--- src/rtl/sam_tx_if.sv ---
// Message-source handshake bundle for the SAM transmitter.
// The source presents a byte with valid; the transmitter answers with ready.
interface sam_tx_if;
  logic [7:0] msg_data;
  logic       msg_valid;
  logic       msg_ready;

  modport master (
    output msg_data,
    output msg_valid,
    input  msg_ready
  );

  modport slave (
    input  msg_data,
    input  msg_valid,
    output msg_ready
  );
endinterface

--- src/rtl/sam_tx.sv ---
// SAM single-wire link transmitter.
// Shifts a 20-bit configuration word {n, d, N} with mode high, then sends
// message words MSB first with each bit repeated N times, followed by a
// d-cycle idle gap.
module sam_tx (
  input  logic       clk,
  input  logic       reset,
  input  logic       cfg_start,
  input  logic [3:0] cfg_n,
  input  logic [7:0] cfg_d,
  input  logic [7:0] cfg_N,
  sam_tx_if.slave    msg,
  output logic       str,
  output logic       mode,
  output logic       frame,
  output logic       configured,
  output logic       busy
);

  typedef enum logic [2:0] {
    S_IDLE  = 3'd0,
    S_CFG   = 3'd1,
    S_READY = 3'd2,
    S_DATA  = 3'd3,
    S_GAP   = 3'd4
  } state_t;

  state_t      r_state;
  logic [18:0] r_shift;
  logic [4:0]  r_cfg_cnt;
  logic [7:0]  r_smp_cnt;
  logic [3:0]  r_bit_cnt;
  logic [7:0]  r_gap_cnt;
  logic [7:0]  r_data;
  logic [3:0]  r_n_eff;
  logic [7:0]  r_N_eff;
  logic [7:0]  r_d;
  logic        r_str;
  logic        r_mode;
  logic        r_frame;
  logic        r_msg_ready;
  logic        r_configured;
  logic        r_busy;

  logic [3:0]  w_n_eff;
  logic [7:0]  w_N_eff;
  logic [19:0] w_cfg_word;
  logic        w_cfg_go;

  // Clamp the raw configuration inputs; the raw values are what go on the wire.
  always_comb begin
    w_cfg_word = {cfg_n, cfg_d, cfg_N};
    if ((cfg_n == 4'd0) || (cfg_n > 4'd8)) begin
      w_n_eff = 4'd8;
    end else begin
      w_n_eff = cfg_n;
    end
    if (cfg_N == 8'd0) begin
      w_N_eff = 8'd1;
    end else begin
      w_N_eff = cfg_N;
    end
    // A config request is only honoured when no frame is in flight.
    if ((r_state == S_IDLE) || (r_state == S_READY)) begin
      w_cfg_go = cfg_start;
    end else begin
      w_cfg_go = 1'b0;
    end
  end

  // Main FSM: sequences config shift, data samples and gap, all outputs registered.
  always_ff @(posedge clk) begin
    if (reset) begin
      r_state      <= S_IDLE;
      r_shift      <= 19'd0;
      r_cfg_cnt    <= 5'd0;
      r_smp_cnt    <= 8'd0;
      r_bit_cnt    <= 4'd0;
      r_gap_cnt    <= 8'd0;
      r_data       <= 8'd0;
      r_n_eff      <= 4'd8;
      r_N_eff      <= 8'd1;
      r_d          <= 8'd0;
      r_str        <= 1'b0;
      r_mode       <= 1'b0;
      r_frame      <= 1'b0;
      r_msg_ready  <= 1'b0;
      r_configured <= 1'b0;
      r_busy       <= 1'b0;
    end else begin
      r_frame <= 1'b0;
      if (w_cfg_go) begin
        // Config request wins over a simultaneous message in READY.
        r_state     <= S_CFG;
        r_n_eff     <= w_n_eff;
        r_N_eff     <= w_N_eff;
        r_d         <= cfg_d;
        r_str       <= w_cfg_word[19];
        r_shift     <= w_cfg_word[18:0];
        r_cfg_cnt   <= 5'd0;
        r_mode      <= 1'b1;
        r_busy      <= 1'b1;
        r_msg_ready <= 1'b0;
      end else begin
        case (r_state)
          S_IDLE: begin
            r_str       <= 1'b0;
            r_msg_ready <= 1'b0;
            r_busy      <= 1'b0;
          end
          S_CFG: begin
            if (r_cfg_cnt == 5'd19) begin
              r_state      <= S_READY;
              r_str        <= 1'b0;
              r_mode       <= 1'b0;
              r_busy       <= 1'b0;
              r_msg_ready  <= 1'b1;
              r_configured <= 1'b1;
            end else begin
              r_cfg_cnt <= r_cfg_cnt + 5'd1;
              r_str     <= r_shift[18];
              r_shift   <= {r_shift[17:0], 1'b0};
            end
          end
          S_READY: begin
            if (msg.msg_valid && r_msg_ready) begin
              r_state     <= S_DATA;
              r_str       <= msg.msg_data[7];
              r_data      <= {msg.msg_data[6:0], 1'b0};
              r_frame     <= 1'b1;
              r_smp_cnt   <= r_N_eff - 8'd1;
              r_bit_cnt   <= r_n_eff - 4'd1;
              r_msg_ready <= 1'b0;
              r_busy      <= 1'b1;
            end else begin
              r_str <= 1'b0;
            end
          end
          S_DATA: begin
            if (r_smp_cnt != 8'd0) begin
              r_smp_cnt <= r_smp_cnt - 8'd1;
            end else if (r_bit_cnt != 4'd0) begin
              // Bit boundary: the only place str may change inside a word.
              r_bit_cnt <= r_bit_cnt - 4'd1;
              r_smp_cnt <= r_N_eff - 8'd1;
              r_str     <= r_data[7];
              r_data    <= {r_data[6:0], 1'b0};
            end else if (r_d != 8'd0) begin
              r_state   <= S_GAP;
              r_str     <= 1'b0;
              r_gap_cnt <= r_d - 8'd1;
            end else begin
              r_state     <= S_READY;
              r_str       <= 1'b0;
              r_busy      <= 1'b0;
              r_msg_ready <= 1'b1;
            end
          end
          S_GAP: begin
            if (r_gap_cnt == 8'd0) begin
              r_state     <= S_READY;
              r_busy      <= 1'b0;
              r_msg_ready <= 1'b1;
            end else begin
              r_gap_cnt <= r_gap_cnt - 8'd1;
            end
          end
          default: begin
            r_state     <= S_IDLE;
            r_str       <= 1'b0;
            r_mode      <= 1'b0;
            r_busy      <= 1'b0;
            r_msg_ready <= 1'b0;
          end
        endcase
      end
    end
  end

  assign str           = r_str;
  assign mode          = r_mode;
  assign frame         = r_frame;
  assign configured    = r_configured;
  assign busy          = r_busy;
  assign msg.msg_ready = r_msg_ready;

endmodule
--- src/flat_wrapper.sv ---
// flat-port wrapper written by rule: the top's interface ports become plain ports
module sam_tx_flat 
  (clk, reset, cfg_start, cfg_n, cfg_d, cfg_N, str, mode, frame, configured, busy, msg_msg_data, msg_msg_valid, msg_msg_ready);
  sam_tx_if msg_i ();
  input  logic clk;
  input  logic reset;
  input  logic cfg_start;
  input  logic [3:0] cfg_n;
  input  logic [7:0] cfg_d;
  input  logic [7:0] cfg_N;
  output logic str;
  output logic mode;
  output logic frame;
  output logic configured;
  output logic busy;
  input wire logic [$bits(msg_i.msg_data)-1:0] msg_msg_data;
  input wire logic [$bits(msg_i.msg_valid)-1:0] msg_msg_valid;
  output wire logic [$bits(msg_i.msg_ready)-1:0] msg_msg_ready;
  assign msg_i.msg_data = msg_msg_data;
  assign msg_i.msg_valid = msg_msg_valid;
  assign msg_msg_ready = msg_i.msg_ready;
  sam_tx u_core (.clk(clk), .reset(reset), .cfg_start(cfg_start), .cfg_n(cfg_n), .cfg_d(cfg_d), .cfg_N(cfg_N), .msg(msg_i), .str(str), .mode(mode), .frame(frame), .configured(configured), .busy(busy));
endmodule
--- config.mk ---
export PLATFORM = sky130hd
export DESIGN_NAME = sam_tx_flat
export DESIGN_NICKNAME = d
export VERILOG_FILES = /design/src/rtl/sam_tx_if.sv /design/src/rtl/sam_tx.sv /design/src/flat_wrapper.sv
export SDC_FILE = /design/constraint.sdc
export NUM_CORES = 1
export LEC_CHECK = 0
export CAP_MARGIN = 10
export CORE_MARGIN = 2
export CORE_UTILIZATION = 55
export CTS_BUF_LIST = sky130_fd_sc_hd__clkbuf_8 sky130_fd_sc_hd__clkbuf_16
export DETAILED_ROUTE_END_ITERATION = 10
export PLACE_DENSITY = 0.81
export SLEW_MARGIN = 10
export SYNTH_ARGS = -nofsm -noshare
export SYNTH_HDL_FRONTEND = slang
export SYNTH_SLANG_ARGS = --single-unit
export TNS_END_PERCENT = 30
--- constraint.sdc ---
create_clock -name clk -period 6.9 [get_ports clk]
set_input_delay 2.07 -clock clk [delete_from_list [all_inputs] [get_ports clk]]
set_output_delay 2.07 -clock clk [all_outputs]
set_load 0.02 [all_outputs]
; ---- Word-level counts from Yosys, hierarchy flattened
; Index checks and enable logic that the tools add are counted.
[totals]
reg_bits = 81
in_bits = 32
out_inout_bits = 6
word_cells = 137
[op_classes]
n_addsub = 7
n_lt_le_gt_ge = 1
eq_ne = 25
mux = 55
n_bitwise = 4
n_reduce_logical = 28
[ops]
columns = op, count
row1 = 2-to-1 mux 8 bit, 11
row2 = 2-to-1 mux 19 bit, 3
row3 = one-hot mux 8 bit (2 select lines), 3
row4 = "subtractor 8 x 1 -> 8 bit, second input constant", 4
row5 = AND reduction 6 bit, 5
row6 = 2-to-1 mux 1 bit, 22
row7 = 2-to-1 mux 3 bit, 6
row8 = zero test 8 bit, 2
row9 = 2-to-1 mux 4 bit, 4
row10 = "inequality test 2 x 1 -> 1 bit, second input constant", 8
row11 = nonzero test 8 bit, 2
row12 = one-hot mux 3 bit (5 select lines), 1
row13 = "inequality test 3 x 2 -> 1 bit, second input constant", 4
row14 = one-hot mux 1 bit (4 select lines), 3
row15 = "inequality test 2 bit, second input constant", 5
row16 = "inequality test 3 x 1 -> 1 bit, second input constant", 3
row17 = one-hot mux 4 bit (2 select lines), 1
row18 = AND reduction 2 bit, 4
row19 = "subtractor 4 x 1 -> 4 bit, second input constant", 2
row20 = "equality test 3 x 2 -> 1 bit, second input constant", 2
row21 = nonzero test 2 bit, 3
row22 = "adder 5 x 1 -> 5 bit, second input constant", 1
row23 = "equality test 5 bit, second input constant", 1
row24 = AND reduction 5 bit, 1
row25 = 15 further kinds, 19

; ---- Longest topological paths before layout
; Gate-level depths: netlist of run 1.
[depth]
word_depth = 6
depth_mapped = 11
depth_no_buf = 7

; ---- Worst setup path before layout of run 1
; OpenSTA, ideal clock, no wires.
[synth_path]
kind = input to register
start = in cfg_start
end = reg u_core.r_n_eff[0]
setup_ns = 0.128
arrival_ns = 3.136
required_time_ns = 6.772
slack_ns = 3.636
stages = 5
path_buffers = 2
path_cell_list = or3b_2 -> clkbuf_1 -> clkbuf_1 -> a21oi_1 -> nor2_1
[synth_via]
elab_chain_cells = 1
[synth_lines]
columns = element, line
row1 = from (decl), flat_wrapper.sv:7  ; input logic cfg_start;
row2 = 2-to-1 mux 1 bit, sam_tx.sv:64  ; if ((r_state == S_IDLE) || (r_state == S_READY)) begin
row3 = to (signal assigned), sam_tx.sv:95  ; r_n_eff <= w_n_eff;
row4 = to (decl), sam_tx.sv:35  ; logic [3:0] r_n_eff;
; Every way passes these cells.
; A chain may end at the register's enable or synchronous reset.

; ---- Final worst setup path of run 1
[layout_path]
start = in cfg_start
end = reg u_core.r_smp_cnt[2]
[layout_via]
elab_chain_cells = 3
[layout_lines]
columns = element, line
row1 = 2-to-1 mux 1 bit, sam_tx.sv:64
row2 = NOT 1 bit (no source line), --
row3 = AND reduction 4 bit (no source line), --
row4 = to (signal assigned), sam_tx.sv:131  ; r_smp_cnt <= r_N_eff - 8'd1;
row5 = to (signal assigned), sam_tx.sv:141  ; r_smp_cnt <= r_smp_cnt - 8'd1;
row6 = to (signal assigned), sam_tx.sv:145  ; r_smp_cnt <= r_N_eff - 8'd1;
row7 = to (decl), sam_tx.sv:31  ; logic [7:0] r_smp_cnt;
; Every way passes these cells.

==> impl_metrics.tcl, run 1 <==
set metrics [dict create \
    status "completed" \
    chipWidth_um 89.4 \
    synthToLayoutAreaGrowth_pct 14.9 \
    holdBufCountCts 0 \
    syn_area_mm2 0.00402 \
    power_density_mw_per_mm2 217 \
    relSlewSlack_pct 44.7 \
    synth_edf_count 0 \
    post-route-util_pct 64.3 \
    rows 31 \
    crit_path_max_fanout 12 \
    routedWlPerCell_um 15.3 \
    period_minus_slack_ns 3.84 \
    synthFlopType "dfxtp_1" \
    hold_path_class "reg -> reg" \
    synth_area_leader_cell "dfxtp_1" \
    dp_hpwl_um 6660 \
    synthArstFlopShare_pct 0 \
    muxShareOfSynthArea_pct 2.90 \
    critical_path_arrival_ns 4.10 \
    dr.pass1.iters 7 \
    clock_latency_ns 0.36 \
    fillers 605 \
    endpoint_kind "register" \
    fin_nets 565 \
    synth_top_cell_area_share_pct 39.9 \
    syn_inst 508 \
    switching_power_mw 0.261 \
    critPathKind "in -> reg" \
    drt_iter0_drc 265 \
    setup_tns_ns 0 \
    grt_max_degree 41 \
    portBuffers 37 \
    setup_viol 0 \
    gp_congestion 0.891 \
    vias 3795 \
    synth_compound_area_share_pct 22.1 \
    io_pins 38 \
    sequentialPowerShare_pct 49.7 \
    antenna_left 0 \
    drt_wl_total_um 9630 \
    tightestPinTransition_ns 0.826 \
    start_kind "primary input" \
    clkTransAtPathRegs_ns 0.08 \
    max_freq_mhz 261 \
    hold_viol 0 \
    slowest_stage "nor2_1" \
    die_h_um 89.4 \
    critical_path_buf_inv_count 1 \
    clock_sinks 80 \
    crit_chain "clkdlybuf4s50_1 > nand3b_1 > a21o_1 > nor2_1 > o21ai_0 > a221oi_1" \
    synth-xor-area-share_pct 2.40 \
    hold_start "u_core.r_shift[16]$_SDFFE_PP0P_" \
    rsz0062_at_grt "no" \
    grt_pass1_wl_um 15500 \
    pwr-share-comb_pct 11.9 \
    drv_cap 0 \
    critPathLaunch "cfg_start" \
    cts_root_buf "clkbuf_8" \
    core_area_mm2 0.00718 \
    dieArea_mm2 0.00800 \
    htree_levels 3 \
    yosysUniqueCellTypes 58 \
    ys_seq_area_share_pct 39.9 \
    grt_pass1_vias 3388 \
    crit_family "compound AO/OA/AOI/OAI gates" \
    vdd_drop_max_uv 117 \
    synth.net_count 546 \
    grt_overflow 0 \
    yosys_warnings 0 \
    drive_above_1_share_pct 6.58 \
    post_cts_buffers 0 \
    max_stage_delay_ns 0.59 \
    viasPerCell 6.01 \
    syn_area_per_cell_um2 7.90 \
    r2r-start "u_core.r_state[2]$_SDFFE_PP0P_" \
    intPower_mw 0.738 \
    cts_tree "yes" \
    n_antenna_cell 0 \
    cts_buffer_depth 2 \
    synth_area_leaders "dfxtp_1 (40%), nand2_1 (8.7%), a21oi_1 (6.7%), nor2_1 (4.5%), a31oi_1 (3.3%)" \
    ys_seq_elements 80 \
    required_ns 7.17 \
    start_util_pct 56.0 \
    clock_power_share_pct 38.4 \
    grt_use_total_pct 24.4 \
    synth_top_family_by_area "simple AND/OR/NAND/NOR gates" \
    p_leak_nw 1.65 \
    finalClockSkew_ns 0.0115 \
    cts_buffers 9 \
    yosys.area_share.adder_pct 1.87 \
    antenna_found_initial 0 \
    fin_crit_sh_pct 55.6 \
    route.detailed.drc 0 \
    maxSlewViolCount 0 \
    switching_share_pct 26.1 \
    yosys.area_share.simple_pct 26.8 \
    cts_resized 0 \
]
[area by class of cell]
class / count / area, µm² / area share (%)
Timing Repair Buffer: 40 / 388 / 8.41
Sequential cell: 80 / 1600 / 34.7
Clock buffer: 9 / 124 / 2.69
Clock inverter: 7 / 93.8 / 2.03
Multi-Input combinational cell: 388 / 2250 / 48.8
Tap cell: 99 / 124 / 2.69
Inverter: 8 / 30.0 / 0.651
[per-stage QoR]
stage	hold slack [ns]	total power, mW	area, µm²	setup WS (ns)	instances
after floorplan	0.436	0.581	4020	3.64	508
after global placement	0.444	0.621	4390	2.80	615
after detailed placement	0.453	0.625	4390	2.74	615
after CTS	0.466	1.00	4610	3.11	631
after global routing	0.487	1.04	4610	2.94	631
final	0.464	0.999	4610	3.06	631
[registers in the layout (all words and copies together) (netlist names)]
| signal | flops |
|---|---|
| u_core.r_bit_cnt | 4 |
| u_core.msg.msg_ready | 1 |
| u_core.str | 1 |
| u_core.r_cfg_cnt | 5 |
| u_core.r_N_eff | 8 |
| u_core.busy | 1 |
| u_core.r_data | 7 |
| u_core.r_smp_cnt | 8 |
| u_core.r_n_eff | 4 |
| u_core.r_gap_cnt | 8 |
| u_core.r_d | 8 |
| u_core.frame | 1 |
| u_core.configured | 1 |
| u_core.r_state | 3 |
| u_core.r_shift | 19 |
| u_core.mode | 1 |
[tightest hold or removal path: stages (launching register included)]
cell and delay, ns:
dfxtp_1 0.32, nand2_1 0.05, a21oi_1 0.05
[cells in the final DEF, fill, tap and decap left out, types with 3 or more instances in the layout]
cell,instances
a21o_1,5
nor4_1,5
nor3b_1,5
nor2_1,48
xnor2_1,4
or4_1,7
nand2_1,93
ha_1,6
a31oi_1,21
nand3b_1,3
dfxtp_1,80
clkbuf_8,9
a311oi_1,8
nand2b_1,6
buf_4,3
nor3_1,13
or3_1,4
o21ai_0,19
xor2_1,7
inv_1,9
nand4_1,4
a211oi_1,5
a22oi_1,4
a21oi_1,54
o211ai_1,8
nor4_2,3
clkdlybuf4s50_1,36
nand3_1,8
mux2i_1,6
mux2_2,5
o31ai_1,5
[path summary, 6_finish.rpt]
check,slack [ns],depth (start not counted),to
max reg2reg,4.13,7,u_core.r_gap_cnt[4]$_SDFFE_PP0P_
max,3.06,6,u_core.r_smp_cnt[2]$_SDFFE_PP0P_
min,0.46,2,u_core.r_shift[16]$_SDFFE_PP0P_
min reg2reg,0.46,2,u_core.r_shift[16]$_SDFFE_PP0P_
[kinds of logic (layout without fill, tap and decap cells)]
logic type	count (synthesis)	count (layout)
muxes	11	11
adders and majority gates	6	6
xor gates and xnor gates	11	11
DFF	80	80
buffers and inverters	40	64
and+or+nand+nor	217	217
AOI/OAI and AO/OA	143	143
[power groups by stage]
stage          Combinational [mW]  Clock (mW)  Sequential, mW
3_5_place_dp                0.118           0           0.507
2_1_floorplan              0.0784           0           0.503
3_3_place_gp                0.114           0           0.506
4_1_cts                     0.118       0.388           0.496
5_1_grt                     0.131       0.409           0.499
6_report                    0.118       0.384           0.497
[metal layers]
| metal | GRT usage, % | up-vias | part of all wire (%) |
|---|---|---|---|
| li1 | - | 1873 | - |
| met1 | 32.0 | 1758 | 45 |
| met2 | 39.3 | 145 | 47 |
| met3 | 5.17 | 19 | 6.6 |
| met4 | 10.0 | 0 | 1.7 |
| met5 | 0 | - | 0 |
[synth_stat cells (6+ instances only)]
library cell and count:
nand2_1 93, dfxtp_1 80, a21oi_1 54, nor2_1 48, clkbuf_1 24, a31oi_1 21
o21ai_0 19, nor3_1 13, a311oi_1 8, inv_1 8, nand3_1 8, o211ai_1 8
buf_2 7, or4_1 7, xor2_1 7, ha_1 6, mux2i_1 6, nand2b_1 6
(Power assumes the default switching activity.)
==> inputs of run 2 (changes only) <==
--- a/config.mk
+++ b/config.mk
@@ -7,10 +7,10 @@
 export LEC_CHECK = 0
 export CAP_MARGIN = 10
 export CORE_MARGIN = 2
-export CORE_UTILIZATION = 55
+export CORE_UTILIZATION = 52
 export CTS_BUF_LIST = sky130_fd_sc_hd__clkbuf_8 sky130_fd_sc_hd__clkbuf_16
 export DETAILED_ROUTE_END_ITERATION = 10
-export PLACE_DENSITY = 0.81
+export PLACE_DENSITY = 0.8
 export SLEW_MARGIN = 10
 export SYNTH_ARGS = -nofsm -noshare
 export SYNTH_HDL_FRONTEND = slang
==> constraint.sdc (replaced) <==
create_clock -name clk -period 3.1 [get_ports clk]
set_input_delay 0.93 -clock clk [delete_from_list [all_inputs] [get_ports clk]]
set_output_delay 0.93 -clock clk [all_outputs]
set_load 0.02 [all_outputs]
==> run 2 against run 1 <==
  * Combinational power rose by 130%
  * Clock-buffer cell count did not move
  * Utilization fell by 2.6 points
  * Die area rose by 5.5%
  * Non-clock buffer count rose by 10
  * Critical path depth rose by 1
  * Power rose by 120%
  * Routed wire length rose by 4.4%
  * Clock power rose by 120%
==> impl_metrics.tcl, run 2 (synthesized netlist as in run 1, its figures left out) <==
set metrics [dict create \
    status "completed" \
    slowest_stage "dfxtp_1" \
    crit_chain "or3b_1 > mux2i_1 > ha_1 > nor2b_1 > o21ai_0 > or3_1 > a31oi_1" \
    max_flop_register "u_core.r_shift" \
    drt_wl_total_um 10000 \
    top_usage_layer "met2" \
    min_path_cells 2 \
    rsz0062_at_grt "no" \
    sequentialPowerShare_pct 49.4 \
    fin_area_mm2 0.00469 \
    maxSlewViolCount 0 \
    dr.pass1.iters 4 \
    fin_crit_sh_pct 81.5 \
    critPathKind "reg -> reg" \
    mostFrequentLayoutCells "nand2_1 (93), dfxtp_1 (80), a21oi_1 (54)" \
    power_density_mw_per_mm2 477 \
    placed_area_mm2 0.00447 \
    p_total_mw 2.24 \
    intPower_mw 1.65 \
    cts_buffer_depth 2 \
    drt_iter0_drc 261 \
    rows 32 \
    clock_latency_ns 0.36 \
    io_pins 38 \
    portBuffers 37 \
    start_util_pct 52.8 \
    post-route-util_pct 61.7 \
    r2r-start "u_core.r_state[0]$_SDFFE_PP0P_" \
    hold_viol 0 \
    grt_max_degree 35 \
    htree_levels 3 \
    start_kind "register" \
    largest_register_ffs 19 \
    final_common_cell "nand2_1" \
    fillers 670 \
    chipWidth_um 91.9 \
    holdPathEnd "u_core.r_shift[17]$_SDFFE_PP0P_" \
    final_cells 644 \
    reg2reg_to "u_core.r_gap_cnt[4]$_SDFFE_PP0P_" \
    synthToLayoutAreaGrowth_pct 16.9 \
    dp_cells 628 \
    dp_hpwl_um 7100 \
    vdd_drop_max_uv 318 \
    vias 3865 \
    post-place-ws_ns 0.311 \
    pwr-share-comb_pct 12.2 \
    relSlewSlack_pct 42.5 \
    routedWlPerCell_um 15.6 \
    grt_use_total_pct 24.4 \
    max_stage_delay_ns 0.63 \
    switching_power_mw 0.593 \
    holdBufCountCts 0 \
    fin_nets 575 \
    critical_path_arrival_ns 2.81 \
    setup_viol 0 \
    endpoint_kind "register" \
    period_minus_slack_ns 2.53 \
    cts_tree "yes" \
    grt_overflow 0 \
    critical_path_buf_inv_count 0 \
    gp_congestion 0.882 \
    tightestPinTransition_ns 0.860 \
    drv_cap 0 \
    die_h_um 91.9 \
    hold_start "u_core.r_shift[17]$_SDFFE_PP0P_" \
    clock_sinks 80 \
    crit_family "simple AND/OR/NAND/NOR gates" \
    r2r_cells 7 \
    grt_pass1_vias 3709 \
    setup_tns_ns 0 \
    core_area_mm2 0.00761 \
    viasPerCell 6.00 \
    n_antenna_cell 0 \
    finalClockSkew_ns 0.0130 \
    clkTransAtPathRegs_ns 0.09 \
    required_ns 3.38 \
    p_leak_nw 1.69 \
    hold_path_class "reg -> reg" \
    cts_buffers 9 \
    use_met1_pct 31.5 \
    grt_pass1_wl_um 16800 \
    dieArea_mm2 0.00844 \
    hold_ws_ns 0.469 \
    rrSetupSlack_ns 0.57 \
    max_freq_mhz 396 \
    antenna_left 0 \
    cts_root_buf "clkbuf_8" \
    antenna_found_initial 0 \
    route.detailed.drc 0 \
    drive_above_1_share_pct 8.30 \
    setup_slack_ns 0.574 \
    post_cts_buffers 0 \
    clock_power_share_pct 38.5 \
    grtUsageMet2_pct 41.5 \
    crit_path_max_fanout 14 \
    cts_resized 0 \
    grtUsageMet3_pct 4.27 \
    switching_share_pct 26.5 \
]
-- run 2: changes by cell type in the layout (fill, tap and decap cells not counted), sizes merged --
cell,change
inv,-2
buf,+10
clkinv,+2
-- run 2: power by group through the flow --
stage               Clock (mW)  Sequential, mW  Combinational, mW
floorplan                    0            1.12              0.174
global placement             0            1.13              0.261
detailed placement           0            1.13              0.270
CTS                      0.866            1.10              0.272
global route             0.908            1.11              0.301
finish                   0.862            1.11              0.273
-- run 2: layout make-up --
type / instances / area (µm²) / area share [%]
repair buffers: 50 / 463 / 9.86
inverters: 8 / 30.0 / 0.640
flip-flops and latches: 80 / 1600 / 34.1
clock buffers: 9 / 124 / 2.64
clock inverters: 7 / 97.6 / 2.08
multi-input cells: 388 / 2250 / 47.9
well taps: 102 / 128 / 2.72
-- run 2: worst max-delay path by stage --
stage                     cells past startpoint                          endpoint                           start
after global routing                          7  u_core.r_gap_cnt[4]$_SDFFE_PP0P_  u_core.r_state[0]$_SDFFE_PP0P_
after global placement                        4           u_core.str$_SDFFE_PP0P_                       cfg_start
after CTS                                     7  u_core.r_gap_cnt[4]$_SDFFE_PP0P_  u_core.r_state[0]$_SDFFE_PP0P_
final                                         7  u_core.r_gap_cnt[4]$_SDFFE_PP0P_  u_core.r_state[0]$_SDFFE_PP0P_
after detailed placement                      6     u_core.r_data[3]$_SDFFE_PP0P_                       cfg_start
after floorplan                              11  u_core.r_gap_cnt[4]$_SDFFE_PP0P_  u_core.r_state[1]$_SDFFE_PP0P_
-- run 2: worst min-delay path: cells and delay by family (launching register included) --
| kind | cells | cell delay [ns] |
|---|---|---|
| flops | 1 | 0.31 |
| simple gates | 1 | 0.06 |
| compound gates | 1 | 0.06 |
-- run 2: per-layer routing --
metal,share of wire [%],wire (µm),vias up
li1,-,-,1896
met5,0,0,-
met3,4.8,483,12
met4,1.0,103,0
met2,48,4860,103
met1,46,4600,1854
==> inputs of run 3 (changes only) <==
==> constraint.sdc (replaced) <==
create_clock -name clk -period 2.3 [get_ports clk]
set_input_delay 0.69 -clock clk [delete_from_list [all_inputs] [get_ports clk]]
set_output_delay 0.69 -clock clk [all_outputs]
set_load 0.02 [all_outputs]
==> run 3 against run 2 <==
  * Hold slack worse by 0.0074 ns
  * Design area rose by 2.7%
  * Routed wire length is 1.3% higher
  * Via count up 3.2%
  * Fmax up 20%
  * Sequential power rose by 34%
  * First-iteration DRC count grew 42%
  * Global-route usage rose by 0.31 points
  * Cell count is 2.5% higher
  * Combinational power rose by 39%
  * Clock skew hardly changed
  * Setup slack got worse by 0.39 ns
==> impl_metrics.tcl, run 3 (synthesized netlist as in run 1, its figures left out) <==
set metrics [dict create \
    status "completed" \
    largest_register_ffs 19 \
    period_minus_slack_ns 2.11 \
    tightestPinTransition_ns 0.884 \
    max_freq_mhz 473 \
    drive_above_1_share_pct 11.3 \
    required_ns 2.59 \
    setup_viol 0 \
    clock_latency_ns 0.35 \
    grt_pass1_vias 3760 \
    dp_hpwl_um 7200 \
    grt_max_degree 43 \
    gp_congestion 0.940 \
    pwr-share-comb_pct 12.5 \
    fin_crit_sh_pct 91.9 \
    r2r_cells 7 \
    portBuffers 37 \
    io_pins 38 \
    clock_sinks 80 \
    fin_nets 591 \
    htree_levels 3 \
    drv_cap 0 \
    grt_use_total_pct 24.7 \
    clock_power_share_pct 38.6 \
    p_leak_nw 1.77 \
    dieArea_mm2 0.00844 \
    cts_tree "yes" \
    hold_start "u_core.r_shift[16]$_SDFFE_PP0P_" \
    r2r-start "u_core.r_state[2]$_SDFFE_PP0P_" \
    intPower_mw 2.24 \
    viasPerCell 6.04 \
    power_density_mw_per_mm2 631 \
    dr.pass1.iters 6 \
    finalClockSkew_ns 0.0126 \
    route.detailed.drc 0 \
    chipWidth_um 91.9 \
    reg2reg_to "u_core.r_gap_cnt[4]$_SDFFE_PP0P_" \
    rrSetupSlack_ns 0.19 \
    max_flop_register "u_core.r_shift" \
    crit_path_max_fanout 9 \
    start_kind "register" \
    endpoint_kind "register" \
    routedWlPerCell_um 15.4 \
    min_path_cells 2 \
    rsz0062_at_grt "no" \
    drt_wl_total_um 10200 \
    antenna_found_initial 0 \
    sequentialPowerShare_pct 48.9 \
    grt_pass1_wl_um 17200 \
    mostFrequentLayoutCells "nand2_1 (93), dfxtp_1 (80), a21oi_1 (54)" \
    cts_root_buf "clkbuf_8" \
    relSlewSlack_pct 40.8 \
    synthToLayoutAreaGrowth_pct 20.1 \
    dp_cells 642 \
    cts_buffer_depth 2 \
    final_cells 660 \
    hold_ws_ns 0.461 \
    final_common_cell "nand2_1" \
    switching_power_mw 0.807 \
    drt_iter0_drc 370 \
    n_antenna_cell 0 \
    start_util_pct 52.8 \
    grt_overflow 0 \
    critPathKind "reg -> reg" \
    core_area_mm2 0.00761 \
    antenna_left 0 \
    rows 32 \
    switching_share_pct 26.5 \
    critical_path_arrival_ns 2.40 \
    holdPathEnd "u_core.r_shift[16]$_SDFFE_PP0P_" \
    cts_buffers 9 \
    vdd_drop_max_uv 388 \
    die_h_um 91.9 \
    hold_viol 0 \
    maxSlewViolCount 0 \
    vias 3987 \
    hold_path_class "reg -> reg" \
    clkTransAtPathRegs_ns 0.09 \
]
==> run 3: metrics by stage <==
step                area, µm²  setup slack [ns]  utilization, %  total power [mW]  TNS [ns]
global placement         4580           -0.0189            60.2              1.88    -0.319
finish                   4820             0.186            63.4              3.04         0
CTS                      4810            0.0149            63.2              3.05         0
floorplan                4040           0.00564               -              1.75         0
global route             4820            0.0124            63.4              3.16         0
detailed placement       4580            -0.110            60.2              1.89     -2.05
==> run 3: per-layer routing <==
metal,track usage [%],share of wire [%],vias to the layer above
li1,-,-,1925
met1,31.8,45,1870
met2,41.7,47,170
met3,4.77,6.1,22
met4,7.96,1.8,0
met5,0,0,-
==> run 3: how the worst max path moves through the flow <==
stage / from / to / slack (ns) / cells past startpoint
after CTS: u_core.r_smp_cnt[0]$_SDFFE_PP0P_ / u_core.r_gap_cnt[6]$_SDFFE_PP0P_ / 0.01 / 6
after floorplan: u_core.r_state[1]$_SDFFE_PP0P_ / u_core.r_gap_cnt[4]$_SDFFE_PP0P_ / 0.006 / 11
after global placement: cfg_start / u_core.r_d[2]$_SDFFE_PP0P_ / -0.02 / 5
after global routing: u_core.r_smp_cnt[0]$_SDFFE_PP0P_ / u_core.r_smp_cnt[5]$_SDFFE_PP0P_ / 0.01 / 8
final: u_core.r_state[2]$_SDFFE_PP0P_ / u_core.r_gap_cnt[4]$_SDFFE_PP0P_ / 0.19 / 7
after detailed placement: cfg_start / u_core.r_shift[9]$_SDFFE_PP0P_ / -0.11 / 6
==> run 3: power groups by stage <==
| stage | clock network (mW) | logic [mW] | registers, mW |
|---|---|---|---|
| 3_5_place_dp | 0 | 0.375 | 1.52 |
| 3_3_place_gp | 0 | 0.362 | 1.52 |
| 6_report | 1.18 | 0.379 | 1.49 |
| 5_1_grt | 1.24 | 0.420 | 1.49 |
| 4_1_cts | 1.18 | 0.378 | 1.49 |
| 2_1_floorplan | 0 | 0.239 | 1.51 |
==> run 3: what timing repair did <==
item | in CTS | in global routing
gates resized for setup | 0 | 1
setup buffers | 0 | 2
endpoints found under the hold margin | 0 | 0
hold buffers | 0 | 0
endpoints found under the setup margin | 0 | 9
==> run 3: worst max-delay path, stage by stage (launching register included) <==
cell	delay [ns]
dfxtp_1	0.34
or3b_1	0.44
mux2i_1	0.25
ha_2	0.32
nor2b_1	0.15
o21ai_0	0.07
or3_1	0.32
a31oi_1	0.15
==> run 3: cell type report <==
cell class	instances	area [µm²]
fillers	671	2790
multi-input cells	388	2250
flip-flops and latches	80	1600
repair buffers	66	583
well taps	102	128
clock buffers	9	124
clock inverters	7	101
inverters	8	30.0
